--- src/rtl/bp_pkg.sv ---
// rtl/bp_pkg.sv - shared counter encodings and update helper for the branch predictor
//
// Purpose: 2-bit saturating counter encodings, reset/allocation values and the
// saturating step function used when training a hitting entry.
// Ports: none (package).
package bp_pkg;

  typedef enum logic [1:0] {
    CTR_SNT = 2'b00,
    CTR_WNT = 2'b01,
    CTR_WT  = 2'b10,
    CTR_ST  = 2'b11
  } ctr_e;

  localparam ctr_e CTR_RESET    = CTR_WNT;
  localparam ctr_e CTR_ALLOC_T  = CTR_WT;
  localparam ctr_e CTR_ALLOC_NT = CTR_WNT;

  // Move one step toward the actual outcome, holding at the strong ends.
  function automatic ctr_e ctr_step(input ctr_e c, input logic taken);
    ctr_step = c;
    case (c)
      CTR_SNT: ctr_step = taken ? CTR_WNT : CTR_SNT;
      CTR_WNT: ctr_step = taken ? CTR_WT  : CTR_SNT;
      CTR_WT:  ctr_step = taken ? CTR_ST  : CTR_WNT;
      CTR_ST:  ctr_step = taken ? CTR_ST  : CTR_WT;
      default: ctr_step = c;
    endcase
  endfunction

endpackage

--- src/rtl/bht_table.sv ---
// rtl/bht_table.sv - flop-based branch history table storage
//
// Purpose: valid/tag/counter arrays with a combinational lookup port and a
// synchronous write port. The write port also presents the current contents
// of the entry it addresses so the owner can do a read-modify-write.
// Ports:
//   clk_i, rst_i                          clock, synchronous active-high reset
//   rd_idx_i -> rd_valid_o/rd_tag_o/rd_ctr_o      lookup port (combinational)
//   wr_en_i, wr_idx_i, wr_tag_i, wr_ctr_i          write port (sets valid)
//   wr_old_valid_o/wr_old_tag_o/wr_old_ctr_o       pre-write entry at wr_idx_i
module bht_table
  import bp_pkg::*;
#(
  parameter int ENTRIES    = 32,
  parameter int INDEX_BITS = 5,
  parameter int TAG_BITS   = 25
) (
  input  logic                  clk_i,
  input  logic                  rst_i,
  input  logic [INDEX_BITS-1:0] rd_idx_i,
  output logic                  rd_valid_o,
  output logic [TAG_BITS-1:0]   rd_tag_o,
  output ctr_e                  rd_ctr_o,
  input  logic                  wr_en_i,
  input  logic [INDEX_BITS-1:0] wr_idx_i,
  input  logic [TAG_BITS-1:0]   wr_tag_i,
  input  ctr_e                  wr_ctr_i,
  output logic                  wr_old_valid_o,
  output logic [TAG_BITS-1:0]   wr_old_tag_o,
  output ctr_e                  wr_old_ctr_o
);

  logic                valid_q [ENTRIES];
  logic [TAG_BITS-1:0] tag_q   [ENTRIES];
  ctr_e                ctr_q   [ENTRIES];

  assign rd_valid_o     = valid_q[rd_idx_i];
  assign rd_tag_o       = tag_q[rd_idx_i];
  assign rd_ctr_o       = ctr_q[rd_idx_i];
  assign wr_old_valid_o = valid_q[wr_idx_i];
  assign wr_old_tag_o   = tag_q[wr_idx_i];
  assign wr_old_ctr_o   = ctr_q[wr_idx_i];

  // Reset wins over a write in the same cycle.
  always_ff @(posedge clk_i) begin
    if (rst_i) begin
      for (int i = 0; i < ENTRIES; i++) begin
        valid_q[i] <= 1'b0;
        tag_q[i]   <= '0;
        ctr_q[i]   <= CTR_RESET;
      end
    end else if (wr_en_i) begin
      valid_q[wr_idx_i] <= 1'b1;
      tag_q[wr_idx_i]   <= wr_tag_i;
      ctr_q[wr_idx_i]   <= wr_ctr_i;
    end
  end

endmodule

--- src/rtl/branch_predictor.sv ---
// rtl/branch_predictor.sv - direct-mapped 2-bit BHT predictor with perf counters
//
// Purpose: predicts conditional branches decoded in ID, trains on branches
// resolved in EX, and counts resolved branches and mispredicts.
// Ports:
//   clk, rst                       clock, synchronous active-high reset
//   bp_enable                      gates pred_taken only
//   guess_pc, guess_is_br          ID lookup request
//   pred_taken, pred_hit           combinational lookup result
//   check_pc, check_is_br,
//   check_taken, check_pred        EX training request
//   br_count, mispred_count        wrapping 32-bit perf counters
module branch_predictor
  import bp_pkg::*;
#(
  parameter  int ENTRIES    = 32,
  localparam int INDEX_BITS = $clog2(ENTRIES)
) (
  input  logic        clk,
  input  logic        rst,
  input  logic        bp_enable,
  input  logic [31:0] guess_pc,
  input  logic        guess_is_br,
  output logic        pred_taken,
  output logic        pred_hit,
  input  logic [31:0] check_pc,
  input  logic        check_is_br,
  input  logic        check_taken,
  input  logic        check_pred,
  output logic [31:0] br_count,
  output logic [31:0] mispred_count
);

  localparam int TAG_BITS = 30 - INDEX_BITS;

  logic [INDEX_BITS-1:0] guess_idx, check_idx;
  logic [TAG_BITS-1:0]   guess_tag, check_tag;

  assign guess_idx = guess_pc[INDEX_BITS+1:2];
  assign guess_tag = guess_pc[31:INDEX_BITS+2];
  assign check_idx = check_pc[INDEX_BITS+1:2];
  assign check_tag = check_pc[31:INDEX_BITS+2];

  logic                rd_valid, old_valid;
  logic [TAG_BITS-1:0] rd_tag, old_tag;
  ctr_e                rd_ctr, old_ctr, wr_ctr;
  logic                check_hit;

  bht_table #(
    .ENTRIES   (ENTRIES),
    .INDEX_BITS(INDEX_BITS),
    .TAG_BITS  (TAG_BITS)
  ) u_table (
    .clk_i         (clk),
    .rst_i         (rst),
    .rd_idx_i      (guess_idx),
    .rd_valid_o    (rd_valid),
    .rd_tag_o      (rd_tag),
    .rd_ctr_o      (rd_ctr),
    .wr_en_i       (check_is_br),
    .wr_idx_i      (check_idx),
    .wr_tag_i      (check_tag),
    .wr_ctr_i      (wr_ctr),
    .wr_old_valid_o(old_valid),
    .wr_old_tag_o  (old_tag),
    .wr_old_ctr_o  (old_ctr)
  );

  // Lookup reads pre-update state; there is deliberately no write bypass.
  assign pred_hit   = rd_valid & (rd_tag == guess_tag);
  assign pred_taken = bp_enable & guess_is_br & pred_hit & rd_ctr[1];

  // Hit: saturating step. Miss: replace the entry with a weak counter
  // leaning toward the observed outcome.
  assign check_hit = old_valid & (old_tag == check_tag);
  always_comb begin
    wr_ctr = check_taken ? CTR_ALLOC_T : CTR_ALLOC_NT;
    if (check_hit) wr_ctr = ctr_step(old_ctr, check_taken);
  end

  logic [31:0] br_count_q, br_count_d;
  logic [31:0] mispred_count_q, mispred_count_d;

  always_comb begin
    br_count_d      = br_count_q;
    mispred_count_d = mispred_count_q;
    if (check_is_br) begin
      br_count_d = br_count_q + 32'd1;
      if (check_pred != check_taken) mispred_count_d = mispred_count_q + 32'd1;
    end
  end

  always_ff @(posedge clk) begin
    if (rst) begin
      br_count_q      <= '0;
      mispred_count_q <= '0;
    end else begin
      br_count_q      <= br_count_d;
      mispred_count_q <= mispred_count_d;
    end
  end

  assign br_count      = br_count_q;
  assign mispred_count = mispred_count_q;

endmodule

--- config.mk ---
export PLATFORM = sky130hd
export DESIGN_NAME = branch_predictor
export DESIGN_NICKNAME = d
export VERILOG_FILES = /design/src/rtl/bp_pkg.sv /design/src/rtl/bht_table.sv /design/src/rtl/branch_predictor.sv
export SDC_FILE = /design/constraint.sdc
export NUM_CORES = 2
export LEC_CHECK = 0
export CAP_MARGIN = 10
export CORE_AREA = 2 2 286 317
export DETAILED_ROUTE_END_ITERATION = 10
export DIE_AREA = 0 0 288 319
export PLACE_DENSITY = 0.79
export SLEW_MARGIN = 20
export SYNTH_ARGS = -nofsm -noshare
export SYNTH_HDL_FRONTEND = slang
export SYNTH_SLANG_ARGS = --single-unit
--- constraint.sdc ---
create_clock -name clk -period 6.6 [get_ports clk]
set_clock_uncertainty 0.15 [all_clocks]
set_input_delay 0.66 -clock clk [delete_from_list [all_inputs] [get_ports clk]]
set_output_delay 0.66 -clock clk [all_outputs]
set_load 0.01 [all_outputs]
==> flow_metrics.env <==
export IMPL_status="finished clean"
export IMPL_final_cells=5026
export IMPL_antenna_found_initial=15
export IMPL_yosys_register_bits=960
export IMPL_cap_violations=0
export IMPL_relSlewSlack_pct=11.2
export IMPL_synth_flop_cell="edfxtp_1"
export IMPL_grt_pass1_wl_um=253000
export IMPL_post_cts_buffers=0
export IMPL_maxSlewViolCount=0
export IMPL_placed_area_sq_um=53800
export IMPL_dr_total_vias=36600
export IMPL_io_buffers=132
export IMPL_synth_area_sq_um=50200
export IMPL_cts_tree="yes"
export IMPL_worst_setup_path_end_kind="primary output"
export IMPL_p_leak_nw=20.4
export IMPL_hold_violations=0
export IMPL_fin_setup_tns_ns=0
export IMPL_globalplace_congestion=0.956
export IMPL_cts_buffers=97
export IMPL_h_tree_depth=3
export IMPL_final_cell_mix="864 x edfxtp_1, 708 x and2_1, 429 x mux2i_1, 292 x mux4_2, 204 x o22ai_1"
export IMPL_start_util_pct=56.6
export IMPL_cp_start_kind="primary input"
export IMPL_synth_cell_type_count=51
export IMPL_cts_resized=0
export IMPL_grt_pass1_vias=36000
export IMPL_path_clk_slew_ns=0.06
export IMPL_ir_worst_vdd_mv=0.191
export IMPL_rows=115
export IMPL_drt_iter0_drc=6786
export IMPL_drive_gt1_share_pct=18.4
export IMPL_hpwlAfterDp_um=108000
export IMPL_fin_nets=3827
export IMPL_dp_slack_ns=0.597
export IMPL_synth_avg_cell_area_sq_um=13.5
export IMPL_core_area_sq_um=88600
export IMPL_final_common_cell="edfxtp_1"
export IMPL_cts_max_path_buffers=3
export IMPL_area_growth_pct=13.8
export IMPL_p_per_area_nw_per_um2=253
export IMPL_ant_nets=0
export IMPL_dieHeight_um=319
export IMPL_overflow=0
export IMPL_cts_num_sinks=960
export IMPL_hold_class="in2reg"
export IMPL_yosysWarnings=0
export IMPL_grtUsageTotal_pct=39.2
export IMPL_dieArea_sq_um=91900
export IMPL_io_pins=137
export IMPL_required_ns=5.79
export IMPL_path_max_fanout=49
export IMPL_cts_hold_buf=0
export IMPL_clockRootBuffer="clkbuf_16"
export IMPL_power_total_mw=14.5
export IMPL_timing_final_crit_share_pct=90.2
export IMPL_die_width_um=288
export IMPL_max_clock_freq_mhz=168
export IMPL_rsz0062_at_grt="false"
export IMPL_via_per_inst=7.28
export IMPL_path_class="in2out"
export IMPL_syn_instance_count=3707
export IMPL_grt_max_degree=65
export IMPL_fin_ws_ns=0.646
export IMPL_tightest_slew_ns=1.33
export IMPL_syn_num_nets=3780
export IMPL_synth_seq_area_share_pct=55.6
export IMPL_ys_async_sr_fraction_pct=0
export IMPL_cp_arrival_ns=5.14
export IMPL_clk_latency_ns=0.71
export IMPL_fin_crit_ns=5.95
export IMPL_drtPass1Iterations=8
export IMPL_drc=0
export IMPL_synth_edf_count=864
export IMPL_setup_viol=0
export IMPL_post_place_cells=4823
export IMPL_wl_per_cell_um=36.0
export IMPL_wl_um=181000
export IMPL_design_area_sq_um=57100
## where the power goes
part	switching, mW	internal, mW
Sequential	0.166	6.92
Combinational	1.06	0.664
Clock	2.42	3.23
Total	3.64	10.8
## worst paths after layout
check                           slack, ns  depth (start not counted)                   from                   to
worst min-delay path                 0.14                          2                    rst          br_count[0]
worst max register to register       2.29                         10  u_table.tag_q[18][20]  u_table.ctr_q[5][0]
worst min register to register       0.32                          1     u_table.valid_q[2]   u_table.valid_q[2]
worst max-delay path                 0.65                         13            guess_pc[2]           pred_taken
## registers in the layout (all words and copies together) (netlist names)
name / cells
u_table.valid_q: 32
u_table.tag_q: 800
u_table.ctr_q: 64
mispred_count: 32
br_count: 32
## synth_stat cells, types with 8 or more instances
| master | number | share of area, % |
|---|---|---|
| and4_1 | 9 | 0.16 |
| nor3_1 | 99 | 0.99 |
| buf_2 | 52 | 0.52 |
| buf_1 | 46 | 0.34 |
| xor2_1 | 38 | 0.66 |
| edfxtp_1 | 864 | 52 |
| o22ai_1 | 204 | 2.5 |
| nor2b_1 | 8 | 0.10 |
| xnor2_1 | 45 | 0.79 |
| a21o_1 | 32 | 0.48 |
| nand3_1 | 23 | 0.23 |
| o21ai_0 | 44 | 0.44 |
| mux4_2 | 292 | 13 |
| inv_1 | 9 | 0.067 |
| dfxtp_1 | 96 | 3.8 |
| mux2i_1 | 429 | 8.6 |
| nor2_1 | 134 | 1.0 |
| or3_1 | 12 | 0.15 |
| nand2_1 | 100 | 0.75 |
| and3_1 | 30 | 0.37 |
| a21oi_1 | 30 | 0.30 |
| nand4_1 | 25 | 0.31 |
| and2_1 | 708 | 8.8 |
| nor4_1 | 59 | 0.74 |
| clkbuf_1 | 257 | 1.9 |
## metrics by stage
step	util, %	hold slack, ns
global route	64.4	0.173
floorplan	-	0.288
finish	64.4	0.141
CTS	64.3	0.150
global placement	60.6	0.297
detailed placement	60.7	0.306
## per-layer routing
layer  global-route usage, %  part of all wire (%)
met5                       0                 0.025
met1                    48.1                    31
met2                    57.4                    43
met3                    12.9                    16
met4                    29.8                   9.4
## critical path, stage by stage
cell and delay [ns]:
buf_8 0.34, buf_12 0.41, mux4_2 0.57, mux4_2 0.49, mux2i_1 0.33, xnor2_1 0.26, nor4_1 0.36, nand2_1 0.32
nor4_1 0.31, buf_4 0.21, nand4_1 0.10, nor2_1 0.13, clkdlybuf4s50_1 0.57
## cell families after synthesis
| family | synth area share (%) |
|---|---|
| fa+ha+maj | 0.0499 |
| simple gates | 14.2 |
| flops | 55.6 |
| xor+xnor | 1.45 |
| buf+inv | 2.98 |
| mux | 21.7 |
| compound gates | 4.04 |
## layout make-up
| class | count | area, sq um |
|---|---|---|
| Tap cell | 1170 | 1460 |
| Sequential cell | 960 | 27900 |
| Clock buffer | 129 | 2630 |
| Timing Repair Buffer | 311 | 3000 |
| Multi-Input combinational cell | 2374 | 21500 |
| Inverter | 10 | 40.0 |
| Fill cell | 6392 | 31600 |
| Antenna cell | 18 | 45.0 |
| Clock inverter | 54 | 571 |
Note: power is estimated with default switching activity, not from simulation.
